### src/rtl/fifo_sync_flex_pkg.sv
// -----------------------------------------------------------------------------
// fifo_sync_flex_pkg
// Shared definitions for the synchronous FIFO family: a constant clog2
// function used to size pointers and counters, the error-flag behaviour
// encodings, and a packed struct grouping the two error flags.
// No ports (package).
// -----------------------------------------------------------------------------
package fifo_sync_flex_pkg;

   // Overflow/underflow behaviour: one-cycle pulse or hold-until-flush.
   typedef enum logic {
      ERR_PULSE  = 1'b0,
      ERR_STICKY = 1'b1
   } err_mode_e;

   // Overflow and underflow travel together through the flag logic.
   typedef struct packed {
      logic overflow;
      logic underflow;
   } err_flags_t;

   // Ceiling log2, usable in parameter defaults. clog2(1) = 0.
   function automatic int clog2(input int unsigned value);
      int res;
      res = 0;
      while ((64'd1 << res) < 64'(value)) begin
         res = res + 1;
      end
      return res;
   endfunction

   // Maps the integer sticky parameter onto the error-mode encoding.
   function automatic err_mode_e err_mode_from_param(input int sticky);
      return (sticky != 0) ? ERR_STICKY : ERR_PULSE;
   endfunction

endpackage : fifo_sync_flex_pkg

### src/rtl/fifo_sync_flex_ptr_mod.sv
// -----------------------------------------------------------------------------
// fifo_ptr_mod
// Modulo-pDEPTH pointer register. Increments on inc_i, wraps from pDEPTH-1
// to 0, and clears synchronously on clr_i (clear wins over increment).
// Ports:
//   clk    in   clock
//   rst_n  in   asynchronous active-low reset
//   clr_i  in   synchronous clear to 0
//   inc_i  in   increment enable
//   ptr_o  out  current pointer value, 0..pDEPTH-1
// -----------------------------------------------------------------------------
module fifo_ptr_mod
   import fifo_sync_flex_pkg::*;
#(
   parameter int pDEPTH = 32,
   parameter int pPTR_W = clog2(pDEPTH)
) (
   input  logic              clk,
   input  logic              rst_n,
   input  logic              clr_i,
   input  logic              inc_i,
   output logic [pPTR_W-1:0] ptr_o
);

   logic [pPTR_W-1:0] ptr_q;
   logic [pPTR_W-1:0] ptr_d;

   // The explicit wrap compare is what makes non-power-of-two depths work;
   // a plain binary rollover would only be correct for 2**pPTR_W entries.
   always_comb begin
      ptr_d = ptr_q;
      if (clr_i) begin
         ptr_d = '0;
      end else if (inc_i) begin
         ptr_d = (ptr_q == pPTR_W'(pDEPTH - 1)) ? '0 : ptr_q + pPTR_W'(1);
      end
   end

   always_ff @(posedge clk or negedge rst_n) begin
      if (!rst_n) begin
         ptr_q <= '0;
      end else begin
         ptr_q <= ptr_d;
      end
   end

   assign ptr_o = ptr_q;

endmodule : fifo_ptr_mod

### src/rtl/fifo_sync_flex.sv
// -----------------------------------------------------------------------------
// fifo_sync_flex
// Single-clock FIFO of any depth 2..65536 built from flops, with a registered
// fill level, synchronous flush, programmable thresholds, optional
// first-word-fall-through read data and optionally sticky error flags.
// Ports:
//   clk                    in   clock
//   rst_n                  in   asynchronous active-low reset
//   flush                  in   synchronous clear of pointers, count, flags
//   wen / wdata            in   write request and data
//   full                   out  count == pDEPTH
//   almost_full            out  count >= pDEPTH-1
//   full_threshold_value   in   programmable full level
//   full_threshold         out  count >= full_threshold_value
//   overflow               out  registered: write attempted while full
//   ren                    in   read request
//   rdata                  out  read data (registered or fall-through)
//   empty                  out  count == 0
//   almost_empty           out  count <= 1
//   empty_threshold_value  in   programmable empty level
//   empty_threshold        out  count <= empty_threshold_value
//   underflow              out  registered: read attempted while empty
//   count                  out  registered fill level, 0..pDEPTH
// -----------------------------------------------------------------------------
module fifo_sync_flex
   import fifo_sync_flex_pkg::*;
#(
   parameter int pDATA_WIDTH    = 8,
   parameter int pDEPTH         = 32,
   parameter int pFALLTHROUGH   = 0,
   parameter int pSTICKY_ERRORS = 0,
   parameter int pCNT_W         = clog2(pDEPTH + 1)
) (
   input  logic                   clk,
   input  logic                   rst_n,
   input  logic                   flush,
   input  logic                   wen,
   input  logic [pDATA_WIDTH-1:0] wdata,
   output logic                   full,
   output logic                   almost_full,
   input  logic [pCNT_W-1:0]      full_threshold_value,
   output logic                   full_threshold,
   output logic                   overflow,
   input  logic                   ren,
   output logic [pDATA_WIDTH-1:0] rdata,
   output logic                   empty,
   output logic                   almost_empty,
   input  logic [pCNT_W-1:0]      empty_threshold_value,
   output logic                   empty_threshold,
   output logic                   underflow,
   output logic [pCNT_W-1:0]      count
);

   localparam int        PTR_W    = clog2(pDEPTH);
   localparam err_mode_e ERR_MODE = err_mode_from_param(pSTICKY_ERRORS);

   logic                   wr_ok;
   logic                   rd_ok;
   logic [PTR_W-1:0]       waddr;
   logic [PTR_W-1:0]       raddr;
   logic [pCNT_W-1:0]      count_q;
   logic [pCNT_W-1:0]      count_d;
   err_flags_t             err_event;
   err_flags_t             err_q;
   err_flags_t             err_d;
   logic [pDATA_WIDTH-1:0] mem_q [pDEPTH];

   // ---------------------------------------------------------------------------
   // Flags: pure compares of the registered count, so they move one cycle
   // after the operation that changed the level.
   // ---------------------------------------------------------------------------
   assign full            = (count_q == pCNT_W'(pDEPTH));
   assign almost_full     = (count_q >= pCNT_W'(pDEPTH - 1));
   assign empty           = (count_q == '0);
   assign almost_empty    = (count_q <= pCNT_W'(1));
   assign full_threshold  = (count_q >= full_threshold_value);
   assign empty_threshold = (count_q <= empty_threshold_value);
   assign count           = count_q;

   // Acceptance uses only this cycle's flags: a read does not make room for
   // a same-cycle write when full, nor does a write feed a same-cycle read.
   assign wr_ok = wen & ~full  & ~flush;
   assign rd_ok = ren & ~empty & ~flush;

   // ---------------------------------------------------------------------------
   // Pointers
   // ---------------------------------------------------------------------------
   fifo_ptr_mod #(
      .pDEPTH (pDEPTH),
      .pPTR_W (PTR_W)
   ) u_wr_ptr (
      .clk   (clk),
      .rst_n (rst_n),
      .clr_i (flush),
      .inc_i (wr_ok),
      .ptr_o (waddr)
   );

   fifo_ptr_mod #(
      .pDEPTH (pDEPTH),
      .pPTR_W (PTR_W)
   ) u_rd_ptr (
      .clk   (clk),
      .rst_n (rst_n),
      .clr_i (flush),
      .inc_i (rd_ok),
      .ptr_o (raddr)
   );

   // ---------------------------------------------------------------------------
   // Fill level and error flags
   // ---------------------------------------------------------------------------
   // NOTE: every combinational output gets a default first so no path leaves
   // it unassigned; that is what keeps synthesis from inferring a latch.
   always_comb begin
      count_d = count_q;
      if (flush) begin
         count_d = '0;
      end else if (wr_ok && !rd_ok) begin
         count_d = count_q + pCNT_W'(1);
      end else if (rd_ok && !wr_ok) begin
         count_d = count_q - pCNT_W'(1);
      end
   end

   // Events already exclude flush, so pulse mode clears on flush by itself.
   assign err_event.overflow  = wen & full  & ~flush;
   assign err_event.underflow = ren & empty & ~flush;

   always_comb begin
      err_d = err_event;
      if (ERR_MODE == ERR_STICKY) begin
         err_d = flush ? '0 : err_flags_t'(err_q | err_event);
      end
   end

   // NOTE: state registers use non-blocking assignment so every flop samples
   // the pre-edge values regardless of block evaluation order.
   always_ff @(posedge clk or negedge rst_n) begin
      if (!rst_n) begin
         count_q <= '0;
         err_q   <= '0;
      end else begin
         count_q <= count_d;
         err_q   <= err_d;
      end
   end

   assign overflow  = err_q.overflow;
   assign underflow = err_q.underflow;

   // ---------------------------------------------------------------------------
   // Storage
   // ---------------------------------------------------------------------------
   // NOTE: the array has no reset; its contents are only observable after a
   // write, and leaving reset off keeps it mappable to plain enable flops.
   always_ff @(posedge clk) begin
      if (wr_ok) begin
         mem_q[waddr] <= wdata;
      end
   end

   // ---------------------------------------------------------------------------
   // Read data
   // ---------------------------------------------------------------------------
   if (pFALLTHROUGH != 0) begin : g_fwft
      // Head entry is always presented; meaningless while empty.
      assign rdata = mem_q[raddr];
   end else begin : g_reg
      logic [pDATA_WIDTH-1:0] rdata_q;

      always_ff @(posedge clk or negedge rst_n) begin
         if (!rst_n) begin
            rdata_q <= '0;
         end else if (rd_ok) begin
            rdata_q <= mem_q[raddr];
         end
      end

      assign rdata = rdata_q;
   end

endmodule : fifo_sync_flex

### config.mk
export PLATFORM = sky130hd
export DESIGN_NAME = fifo_sync_flex
export DESIGN_NICKNAME = d
export VERILOG_FILES = /design/src/rtl/fifo_sync_flex_pkg.sv /design/src/rtl/fifo_sync_flex_ptr_mod.sv /design/src/rtl/fifo_sync_flex.sv
export SDC_FILE = /design/constraint.sdc
export NUM_CORES = 1
export LEC_CHECK = 0
export CORE_ASPECT_RATIO = 1.4
export CORE_MARGIN = 2
export CORE_UTILIZATION = 38
export CTS_BUF_LIST = sky130_fd_sc_hd__clkbuf_2
export DETAILED_ROUTE_END_ITERATION = 7
export GPL_TIMING_DRIVEN = 0
export PLACE_DENSITY = 0.51
export SLEW_MARGIN = 20
export SYNTH_ARGS = -nofsm -noshare
export SYNTH_HDL_FRONTEND = slang
export SYNTH_SLANG_ARGS = --single-unit
### constraint.sdc
create_clock -name clk -period 5.1 [get_ports clk]
set_clock_uncertainty 0.05 [all_clocks]
set_input_delay 1.02 -clock clk [delete_from_list [all_inputs] [get_ports clk]]
set_output_delay 1.02 -clock clk [all_outputs]
set_load 0.1 [all_outputs]
==> run metrics <==
Fill cells=2790; Seq pwr share=between 40% and 50%; CP Launch Type=register; Placed Instances=~1100; met3 wire len=approximately 1600 um; Hold WC Path Type=primary input to asynchronous set/reset pin; Post-Synth Adder-Cell Area=roughly 2.3%; area of the core=approximately 0.03 mm2; Clock power frac=22.0%; Max-Cap Viols=0; Post-CTS Setup Bufs=0; outcome=complete, no violations; maximum VDD drop=between 1 and 1.5 mV; Main synth FF type=edfxtp_1; Yosys warnings=0; global-route wire length before repair=roughly 43000 um; vias in the first global route=around 7000; CTS tree=built; final wirelength=a little under 30000 um; CP max stage delay=between 1 and 1.5 ns; Critical Path End Type=output port; largest cells by area after synthesis=edfxtp_1 (65%), mux4_2 (10%), dfrtp_1 (5.5%), mux4_1 (2.5%), ha_1 (2.3%); fraction of layout cells with a size suffix above 1=21.44%; Req. time, crit path=between 4 and 5 ns; antenna viol nets, final=0; DR vias/cell=about 5.4; Synth Cell Area=around 0.012 mm2; cell family with most CP delay=buffers and inverters; area delta synth->final=12.50%; Tightest Pin Transition=around 1.1 ns; Worst Path Class, Setup=register to output port; Clock Latency Late Sink=0.85 ns; Synth Instances=roughly 670; max-slew violations=0; P_sw=around 2.3 mW; Post-DP HPWL=between 15000 and 20000 um; metal2 WL=approximately 15000 um; # setup viols final=0; overall die width=roughly 150 um; Starting DRT DRC Count=around 540; crit path DAT=3.66 ns; Worst Path Buf+Inv=2; total CTS buffers=70; DRC errors left=0; clk root buf=clkbuf_2; synth unique cells=53; GRT Residual Overflow=0; cts repair resizes=0; worst-path fanout max=7; number of synthesized flops with an enable pin=between 200 and 300; Mean Syn Cell Area=around 17 um2; clock slew at reported path FFs=between 0.1 and 0.15 ns; max_slew headroom=~29%; post-synth net total=between 700 and 800; Area after DPL=~0.013 mm2; H-tree Lvls=3; RSZ-0062 raised after global routing=false; Ports=47; Power Density=467.3 mW/mm2; mux cell area share after synthesis=13.13%; Tot GR Track Use=between 15 and 20%; FMAX=between 200 and 250 MHz; initial antenna violation count=1; via count=6609; slowest stage cell, crit path=clkdlybuf4s50_1; Die ar.=about 0.032 mm2; post-route cell area=about 0.013 mm2; die height=~210 um; port bufs=46; Seq/Total Area, Yosys=between 70% and 80%; clock sinks=around 280; top routing layer used=met4; Min Clock Period, post-route=4.733 ns; post-synthesis compound-gate area fraction=~4.5%; #FFs+latches synth=roughly 280; combinational power share=between 30% and 40%; sw frac=a little under two fifths; Pre-antenna DRT Iters=5; Rows=76; M1 wire length=10770 um; Final period util=roughly 93%; main combinational cell family by area after synthesis=multiplexers; post-synth top area share=between 60% and 70%; Async SR Flop Fraction=9.220%; largest net degree at the start of global routing=33; routed length per instance=between 20 and 25 um; XOR/XNOR Fraction of Synth Area=less than 1%; cell-internal power=3.842 mW; Non-Filler Instances=approximately 1200; post-synth top area cell=edfxtp_1; Net count, final=about 840; Leakage=~4.5 nW; starting density of the core=about two fifths; Simple-Gate Fraction of Synth Area=~5.8%; Final Hold Vio Count=0; cells along the critical path=inv_1, ha_1, or4b_1, nor2_1, clkdlybuf4s50_1; largest buffer count on any clock path=3; Fin Setup TNS=0 ns; cts hold-fix bufs=0; routability cong.=between 0.8 and 0.9
-- synth_stat cells (all sizes together), types with 7 or more instances --
cell type    n
and3         8
nor2        57
nand3       10
inv         24
edfxtp     256
clkbuf      10
ha          22
mux4        63
mux2i        7
dfrtp       26
buf         23
a21oi       21
o21ai       17
nand2       49
-- layout by cell type, fill, tap and decap left out, types with 6 or more instances in the layout --
cell type | synthesis | routed
a21oi_1 | 21 | 21
and3_1 | 8 | 8
buf_2 | 9 | 18
buf_6 | 6 | 6
clkbuf_1 | 10 | 10
clkbuf_2 | 0 | 95
clkdlybuf4s50_1 | 0 | 37
clkinv_1 | 1 | 24
dfrtp_1 | 26 | 26
edfxtp_1 | 256 | 256
ha_1 | 22 | 22
inv_1 | 24 | 24
mux2i_1 | 7 | 7
mux4_1 | 11 | 11
mux4_2 | 52 | 52
nand2_1 | 49 | 49
nand3_1 | 10 | 10
nor2_1 | 57 | 57
nor3_1 | 6 | 6
o21ai_0 | 16 | 16
-- registers in the layout, summed over array words and instances (netlist names) --
signal and flops:
overflow 1, mem_q 256, u_rd_ptr.ptr_o 5, underflow 1
rdata 8, count 6, u_wr_ptr.ptr_o 5
-- cells by family (layout without fill, tap and decap cells) --
| logic type | count (synthesis) | count (layout) |
|---|---|---|
| flops | 282 | 282 |
| simple gates | 152 | 152 |
| compound gates | 80 | 80 |
| mux | 71 | 71 |
| buf+inv | 58 | 222 |
| fa+ha+maj | 22 | 22 |
| xor+xnor | 6 | 6 |
| other cells | 0 | 1 |
-- final timing paths --
| kind | depth (start not counted) | to | startpoint | slack [ns] |
|---|---|---|---|---|
| setup / recovery | 5 | full | count[0] | 0.37 |
| hold / removal | 1 | u_rd_ptr.ptr_o[2] | rst_n | 0.16 |
| setup reg to reg | 8 | mem_q[10][6] | count[0] | 1.61 |
| hold reg to reg | 2 | rdata[0] | rdata[0] | 0.44 |
| max in group asynchronous | 1 | u_rd_ptr.ptr_o[3] | rst_n | 4.33 |
| min in group clk | 2 | rdata[0] | rdata[0] | 0.44 |
-- metrics by stage --
step	hold slack, ns	worst slack, ns	utilization (%)	power [mW]
after floorplan	0.4547	0.3044	-	4.306
after global placement	0.4192	0.5563	41.44	4.875
after detailed placement	0.4288	0.5505	41.37	4.891
after CTS	0.08594	0.2380	43.21	6.260
after global routing	0.1177	0.1592	43.14	6.485
final	0.1577	0.3673	43.14	6.172
-- metal layers --
metal | GRT usage (%) | vias up
met5 | 0 | -
met4 | 9.834 | 0
met3 | 3.934 | 67
met2 | 32.56 | 250
met1 | 20.84 | 3351
li1 | - | 2941
-- power by group through the flow --
| stage | clock network (mW) | logic (mW) | registers, mW |
|---|---|---|---|
| detailed placement | 0 | 2.16 | 2.74 |
| finish | 1.36 | 2.13 | 2.68 |
| global placement | 0 | 2.14 | 2.73 |
| floorplan | 0 | 1.21 | 3.09 |
| global route | 1.53 | 2.26 | 2.70 |
| CTS | 1.41 | 2.16 | 2.68 |
-- cell type report --
type | instances | area, um2 | share of cell area, %
Inverter | 25 | 93.84 | 0.7105
Clock inverter | 23 | 86.33 | 0.6537
Antenna cell | 1 | 2.502 | 0.01895
Sequential cell | 282 | 8338 | 63.13
Multi-Input combinational cell | 331 | 3084 | 23.35
Tap cell | 390 | 488.0 | 3.695
Buffer | 33 | 224.0 | 1.696
Timing Repair Buffer | 46 | 415.4 | 3.145
Clock buffer | 95 | 475.5 | 3.600
(Power assumes the default switching activity.)
